## src/rtl/vof_pkg.sv

```systemverilog
// Shared types and constants for the video output framer.
// Entry layout is {sol, eol, data}; the line counter is 11 bits wide.
package vof_pkg;

  localparam int DW_DEF    = 16;
  localparam int DEPTH_DEF = 16;
  localparam int LCW       = 11;

  typedef struct packed {
    logic              sol;
    logic              eol;
    logic [DW_DEF-1:0] data;
  } vof_entry_t;

  function automatic logic [LCW-1:0] sat_inc(input logic [LCW-1:0] v);
    if (v == {LCW{1'b1}}) begin
      return v;
    end else begin
      return v + {{(LCW-1){1'b0}}, 1'b1};
    end
  endfunction

endpackage

```

## src/rtl/vof_fifo.sv

```systemverilog
// Synchronous FIFO with full/empty flags and a head word read from storage registers.
// The head reads as zero while empty so the framer outputs are clean after reset.
module vof_fifo #(
  parameter int W     = 18,
  parameter int DEPTH = 16
) (
  input  logic         clk,
  input  logic         rst_n,
  input  logic         push,
  input  logic [W-1:0] push_data,
  input  logic         pop,
  output logic [W-1:0] head,
  output logic         full,
  output logic         empty
);

  localparam int AW = $clog2(DEPTH);

  logic [W-1:0] mem [DEPTH];
  logic [AW:0]  wr_ptr;
  logic [AW:0]  rd_ptr;
  logic         push_ok;
  logic         pop_ok;

  // The extra pointer bit tells a full FIFO from an empty one.
  assign empty   = (wr_ptr == rd_ptr);
  assign full    = (wr_ptr[AW] != rd_ptr[AW]) && (wr_ptr[AW-1:0] == rd_ptr[AW-1:0]);
  assign pop_ok  = pop && !empty;
  assign push_ok = push && (!full || pop_ok);
  assign head    = empty ? {W{1'b0}} : mem[rd_ptr[AW-1:0]];

  always_ff @(posedge clk) begin
    if (!rst_n) begin
      wr_ptr <= {(AW+1){1'b0}};
      rd_ptr <= {(AW+1){1'b0}};
    end else begin
      if (push_ok) begin
        wr_ptr <= wr_ptr + {{AW{1'b0}}, 1'b1};
      end
      if (pop_ok) begin
        rd_ptr <= rd_ptr + {{AW{1'b0}}, 1'b1};
      end
    end
  end

  always_ff @(posedge clk) begin
    if (push_ok) begin
      mem[wr_ptr[AW-1:0]] <= push_data;
    end
  end

endmodule

```

## src/rtl/vid_out_framer.sv

```systemverilog
// Frames a strobed pixel stream into sol/eol-tagged words behind a FIFO.
// Define VOF_LEN_CHECK_EN to enable the per-line length check (len_err).
module vid_out_framer
  import vof_pkg::*;
#(
  parameter int DW    = DW_DEF,
  parameter int DEPTH = DEPTH_DEF
) (
  input  logic           clk_100m,
  input  logic           rst_n,
  input  logic           vid_in,
  input  logic [DW-1:0]  data_in,
  input  logic [LCW-1:0] line_len,
  input  logic           err_clr,
  output logic           out_valid,
  input  logic           out_ready,
  output logic [DW-1:0]  out_data,
  output logic           out_sol,
  output logic           out_eol,
  output logic           ovf_err,
  output logic           len_err
);

  logic          vid_prev;
  logic          hold_valid;
  logic          hold_sol;
  logic [DW-1:0] hold_data;
  logic [DW+1:0] head;
  logic          full;
  logic          empty;
  logic          ovf_set;

  // vid_prev clears on reset, so the first strobe after reset always opens a line.
  always_ff @(posedge clk_100m) begin
    if (!rst_n) begin
      vid_prev   <= 1'b0;
      hold_valid <= 1'b0;
      hold_sol   <= 1'b0;
      hold_data  <= {DW{1'b0}};
    end else begin
      vid_prev   <= vid_in;
      hold_valid <= vid_in;
      if (vid_in) begin
        hold_sol  <= !vid_prev;
        hold_data <= data_in;
      end
    end
  end

  // The held pixel is the last of its line when the strobe has just dropped.
  vof_fifo #(
    .W     (DW + 2),
    .DEPTH (DEPTH)
  ) u_fifo (
    .clk       (clk_100m),
    .rst_n     (rst_n),
    .push      (hold_valid),
    .push_data ({hold_sol, !vid_in, hold_data}),
    .pop       (out_ready),
    .head      (head),
    .full      (full),
    .empty     (empty)
  );

  assign out_valid                    = !empty;
  assign {out_sol, out_eol, out_data} = head;
  assign ovf_set                      = hold_valid && full && !out_ready;

  always_ff @(posedge clk_100m) begin
    if (!rst_n) begin
      ovf_err <= 1'b0;
    end else if (ovf_set) begin
      ovf_err <= 1'b1;
    end else if (err_clr) begin
      ovf_err <= 1'b0;
    end
  end

`ifdef VOF_LEN_CHECK_EN
  logic [LCW-1:0] line_cnt;
  logic           len_set;

  // Counts captures, including pixels later dropped on a full FIFO.
  always_ff @(posedge clk_100m) begin
    if (!rst_n) begin
      line_cnt <= {LCW{1'b0}};
    end else if (vid_in) begin
      if (!vid_prev) begin
        line_cnt <= {{(LCW-1){1'b0}}, 1'b1};
      end else begin
        line_cnt <= sat_inc(line_cnt);
      end
    end
  end

  assign len_set = hold_valid && !vid_in && (line_cnt != line_len);

  always_ff @(posedge clk_100m) begin
    if (!rst_n) begin
      len_err <= 1'b0;
    end else if (len_set) begin
      len_err <= 1'b1;
    end else if (err_clr) begin
      len_err <= 1'b0;
    end
  end
`else
  logic [LCW-1:0] unused_line_len;
  assign unused_line_len = line_len;
  assign len_err         = 1'b0;
`endif

endmodule
```

## config.mk

```make
export PLATFORM = sky130hd
export DESIGN_NAME = vid_out_framer
export DESIGN_NICKNAME = d
export VERILOG_FILES = /design/src/rtl/vof_pkg.sv /design/src/rtl/vof_fifo.sv /design/src/rtl/vid_out_framer.sv
export SDC_FILE = /design/constraint.sdc
export NUM_CORES = 1
export LEC_CHECK = 0
export ABC_AREA = 1
export CAP_MARGIN = 20
export CORE_ASPECT_RATIO = 1.2
export CORE_UTILIZATION = 55
export DETAILED_ROUTE_END_ITERATION = 6
export GPL_TIMING_DRIVEN = 1
export PLACE_DENSITY = 0.77
export SKIP_LAST_GASP = 1
export SLEW_MARGIN = 20
export SYNTH_ARGS = -nofsm -noshare
export SYNTH_HDL_FRONTEND = slang
export SYNTH_SLANG_ARGS = --single-unit
```

## constraint.sdc

```tcl
create_clock -name clk_100m -period 2.15 [get_ports clk_100m]
set_input_delay 0.5375 -clock clk_100m [delete_from_list [all_inputs] [get_ports clk_100m]]
set_output_delay 0.5375 -clock clk_100m [all_outputs]
set_load 0.05 [all_outputs]
```

# == Word level (Yosys, flattened, before mapping) ==
# Memory sizes are Yosys's and may differ from the RTL's. A register that Yosys moved wholly into a read port is not among the register bits.
# Cells that the tools add are included.
# totals
input_bits,32
ramBits,288
mem_count,1
regBits,29
# memory_table
name,words,word_bits,read_ports,rd_clocked_by_memory_dff,write_ports,line,rtl
u_fifo.mem,16,18,1,1,1,vof_fifo.sv:19,logic [W-1:0] mem [DEPTH];
# op_classes
reduce_logical,12
addsub,2
n_eq_ne,3
muxes,7
# op_table
op,count
$mux W18,1
$add A5 B1 Y5 const B,2
$mux W4,2
$eq A5 B5 Y1,1
$logic_and A1 B1 Y1,5
$logic_not A1 Y1,5
$eq A4 B4 Y1,1
$mux W1,4
$reduce_bool A2 Y1,1
$logic_or A1 B1 Y1,1
$ne A1 B1 Y1,1

# == Logic depth before layout (Yosys ltp) ==
# logic_depth
ltp_word,7
ltp_mapped,11

# == By module ==
# Synthesis repeated with hierarchy kept, for this count alone.
# hier_totals
cells_unflattened,1153
area_unflattened_um2,13538.0
# by_module_without_submodules
mod,instances,area_per_inst_um2,cells_each
vof_fifo,1,12833.6,1066
vid_out_framer,1,704.4,87

# == Worst setup path before layout ==
# OpenSTA, ideal clock, no wires.
# synth_path
kind,register -> output
start,register u_fifo.wr_ptr[2]
end,output out_data[10]
arrival_ns,1.836
path_slack_ns,-0.223
stages_incl_launch_ff,10
path_cell_list,dfxtp_1 buf_4 inv_2 nand2_1 nand2_2 nor2_4 nand3_4 buf_2 nand2_1 nor2_1
# synth_between
elab_chain_cells,2
# synth_rtl
element,line,rtl
"start, declared",vof_fifo.sv:20,logic [AW:0] wr_ptr;
"start signal, assigned",vof_fifo.sv:34,wr_ptr <= {(AW+1){1'b0}};
"start signal, assigned",vof_fifo.sv:38,"wr_ptr <= wr_ptr + {{AW{1'b0}}, 1'b1};"
$eq A5 B5 Y1,vof_fifo.sv:26,assign empty = (wr_ptr == rd_ptr);
$mux W18,vof_fifo.sv:30,assign head = empty ? {W{1'b0}} : mem[rd_ptr[AW-1:0]];
"end, declared",vid_out_framer.sv:17,"output logic [DW-1:0] out_data,"
# No other way between the ends.

==> run metrics <==
largest family of logic cells by synthesized area simple AND/OR/NAND/NOR gates; highest clock frequency the design can meet 0.353 GHz; estimated wirelength of the detail-placed design approximately 19 mm; switching fraction of total power 0.269; outcome finished, violations left; global-route wire length before repair around 52 mm; Static Leakage approximately 6.0 nW; max_slew headroom 0.475; kind of critical path flip-flop to output pin; flop-to-flop setup slack approximately 0.090 ns; simple-gate area share of the yosys netlist 0.159; overall via count from detail_route around 9500; final slew viol count 0; maximum ir drop on the vdd rail ~0.73 mV; setup repair after global routing missed its margin true; via-per-instance ratio between 5 and 6; # H-tree levels 1; die area between 20000 and 25000 um^2; syn_nets between 1000 and 1500; die width between 100 and 150 um; Register Area ~9300 um^2; final-report hold violation count 0; average detailed-routed wire length per instance approximately 22 um; cell count of the worst reg-to-reg path 13; compound-gate portion of the synthesized area 0.0769; total CTS buffers 29; critical path data arrival time between 2 and 2.5 ns; count of mapped cells out of synthesis roughly 1200; total number of nets in the final design roughly 1300; clock tree from TritonCTS done; mean cell area of the mapped netlist between 10 and 15 um^2; die outline height 172 um; worst hold path stage count 2; placed cell count 1523; Comb pwr share 0.203; final setup fails 19; post-layout min period between 2 and 3 ns; most frequent cells in the layout 288 x edfxtp_1, 176 x nand2_1, 169 x nor2_1; Fillers approximately 1500; crit path max fanout 5; power share of the sequential group 0.461; post-route worst setup slack -0.687 ns; final cycle utilization of the critical path 1.32; P_int approximately 11 mW; Initial DRC Count approximately 1300; number of standard-cell rows in the floorplan ~60; failing checks DRC, setup timing; total congestion overflow 0; area overhead of the layout relative to synthesis 25.0%; all-layer global routing usage 0.284; clock latency on the worst-skew pair ~0.55 ns; Antenna Violating Nets Remaining 0; cell area after synthesis ~13000 um^2; vias in the first global route ~9200; critical path capture point type output pin; layout cells sized above 1 0.221; Seq/Total Area, Yosys 0.703; post-synthesis cell type count 29; Clock Skews 0.00657 ns; mux cell area share after synthesis 0; worst hold slack after final layout between 0.4 and 0.5 ns; Slew @ Worst Pin 0.786 ns; Util after Layout 0.706; Clock transition at path regs 0.07 ns; area used by multi-input combinational logic 3680 um^2; remaining design rule violation count 1; initial antenna violation count 0; clock network fraction of design power 0.336; pin count of the biggest net entering global routing between 50 and 60; power density of the placed cells a little over 900 nW/um^2; TNS Setup -9.97 ns; Pre-antenna DRT Iters 7; Routed WL between 30 and 40 mm; required arrival time at the worst endpoint around 1.6 ns; Antenna Diode Count 0; Yosys warnings 0; starting density of the core 0.565; number of violations of the max-capacitance limit 0; IO buf count 40; core footprint 23400 um^2; CP Launch Type flip-flop; parity-gate share of the synthesized area counting xor and xnor cells 0.00397; placer's final routability congestion estimate 0.803; clock net sink count ~320; path type of the worst min-delay path flip-flop to flip-flop; Clock Tree Buf Depth 3; adder and majority cell fraction of the synthesized area 0.00472; Net Switching between 4 and 5 mW; Final Non-Filler Cells 1598; number of primary I/O pins 53; clock tree root driver cell clkbuf_16; number of storage elements in the synthesis netlist approximately 320; overall power after layout approximately 15 mW; commonest non-fill, non-tap cell in the layout edfxtp_1
## state kept, by name, summed over array words and instances, names as in the netlist, named ones only
name and cells:
u_fifo.wr_ptr 5, u_fifo.mem 288, hold_data 16, u_fifo.rd_ptr 5, ovf_err 1, hold_sol 1, hold_valid 1
## timing repair
action,CTS,global route
gates cloned,7,2
endpoints found under the setup margin,20,19
hold buffers,0,0
pin swaps,42,47
endpoints found under the hold margin,0,0
setup buffers,13,5
resized for setup,82,64
## power groups by stage
| stage | combinational, mW | clock [mW] | sequential, mW |
|---|---|---|---|
| floorplan | 1.55 | 0 | 7.09 |
| global placement | 2.43 | 0 | 7.16 |
| detailed placement | 2.48 | 0 | 7.17 |
| CTS | 2.90 | 5.13 | 7.03 |
| global route | 3.28 | 5.40 | 7.04 |
| finish | 3.10 | 5.14 | 7.04 |
## kinds of logic after synthesis
family / count (synthesis)
buffers and inverters: 140
flip-flops: 321
AND/OR/NAND/NOR: 513
other: 1
adder cells (fa/ha/maj): 5
AO/OA/AOI/OAI: 185
XOR/XNOR: 6
## layer usage
metal / part of all wire / track usage / vias to the layer above / wire (um)
li1: - / - / 4209 / -
met1: 0.35 / 0.343 / 4613 / 12100
met2: 0.53 / 0.505 / 623 / 18400
met3: 0.088 / 0.0418 / 102 / 3080
met4: 0.039 / 0.128 / 0 / 1350
met5: 0 / 0 / - / 0
## metrics by stage
stage                     setup WS (ns)  instance area [um^2]
after CTS                        -0.560                 16300
after detailed placement        -0.0754                 14800
after floorplan                 -0.0162                 13300
after global placement          -0.0373                 14800
after global routing             -0.746                 16500
final                            -0.687                 16500
## final timing paths
| path | start | to |
|---|---|---|
| setup / recovery | flip-flop | out_eol |
| hold / removal | ovf_err | ovf_err |
| setup reg to reg | u_fifo.wr_ptr[0] | u_fifo.mem[12][7] |
| hold reg to reg | ovf_err | ovf_err |
## synth_stat cells
| master | count | area [um^2] |
|---|---|---|
| a21oi_1 | 42 | 210 |
| buf_6 | 9 | 101 |
| nor2_4 | 2 | 22.5 |
| nand2_1 | 192 | 721 |
| edfxtp_1 | 288 | 8650 |
| nand3b_1 | 2 | 15.0 |
| inv_2 | 7 | 26.3 |
| buf_2 | 15 | 75.1 |
| o21ai_0 | 81 | 405 |
| buf_1 | 3 | 11.3 |
| o21ai_1 | 25 | 125 |
| buf_4 | 17 | 128 |
| nand3_1 | 84 | 420 |
| o211ai_1 | 37 | 278 |
| inv_1 | 62 | 233 |
| nor2_1 | 221 | 830 |
| clkinv_1 | 3 | 11.3 |
| clkbuf_2 | 5 | 25.0 |
| nand3_4 | 2 | 35.0 |
| ha_1 | 5 | 62.6 |
| conb_1 | 1 | 3.75 |
| clkbuf_1 | 18 | 67.6 |
| dfxtp_1 | 33 | 661 |
| inv_4 | 1 | 6.26 |
| nor2_2 | 1 | 6.26 |
| xor2_1 | 6 | 52.6 |
| nand4_1 | 1 | 6.26 |
| nand2_4 | 1 | 11.3 |
| nand2_2 | 7 | 43.8 |
## layout make-up
class | count | share of cell area
clock buffers | 41 | 0.0529
inverters | 73 | 0.0172
repair buffers | 129 | 0.115
well taps | 315 | 0.0238
clock inverters | 9 | 0.00446
multi-input cells | 710 | 0.223
flip-flops and latches | 321 | 0.564
## critical path: stages, from the launching register on
cell and delay [ns]:
dfxtp_4 0.37, buf_12 0.14, buf_8 0.13, buf_6 0.13, nor2_2 0.12, nor2_1 0.08
o21ai_1 0.11, nand3_1 0.16, a21oi_2 0.25, nor2_4 0.10, buf_12 0.15
Power figures use the tool's default switching activity.
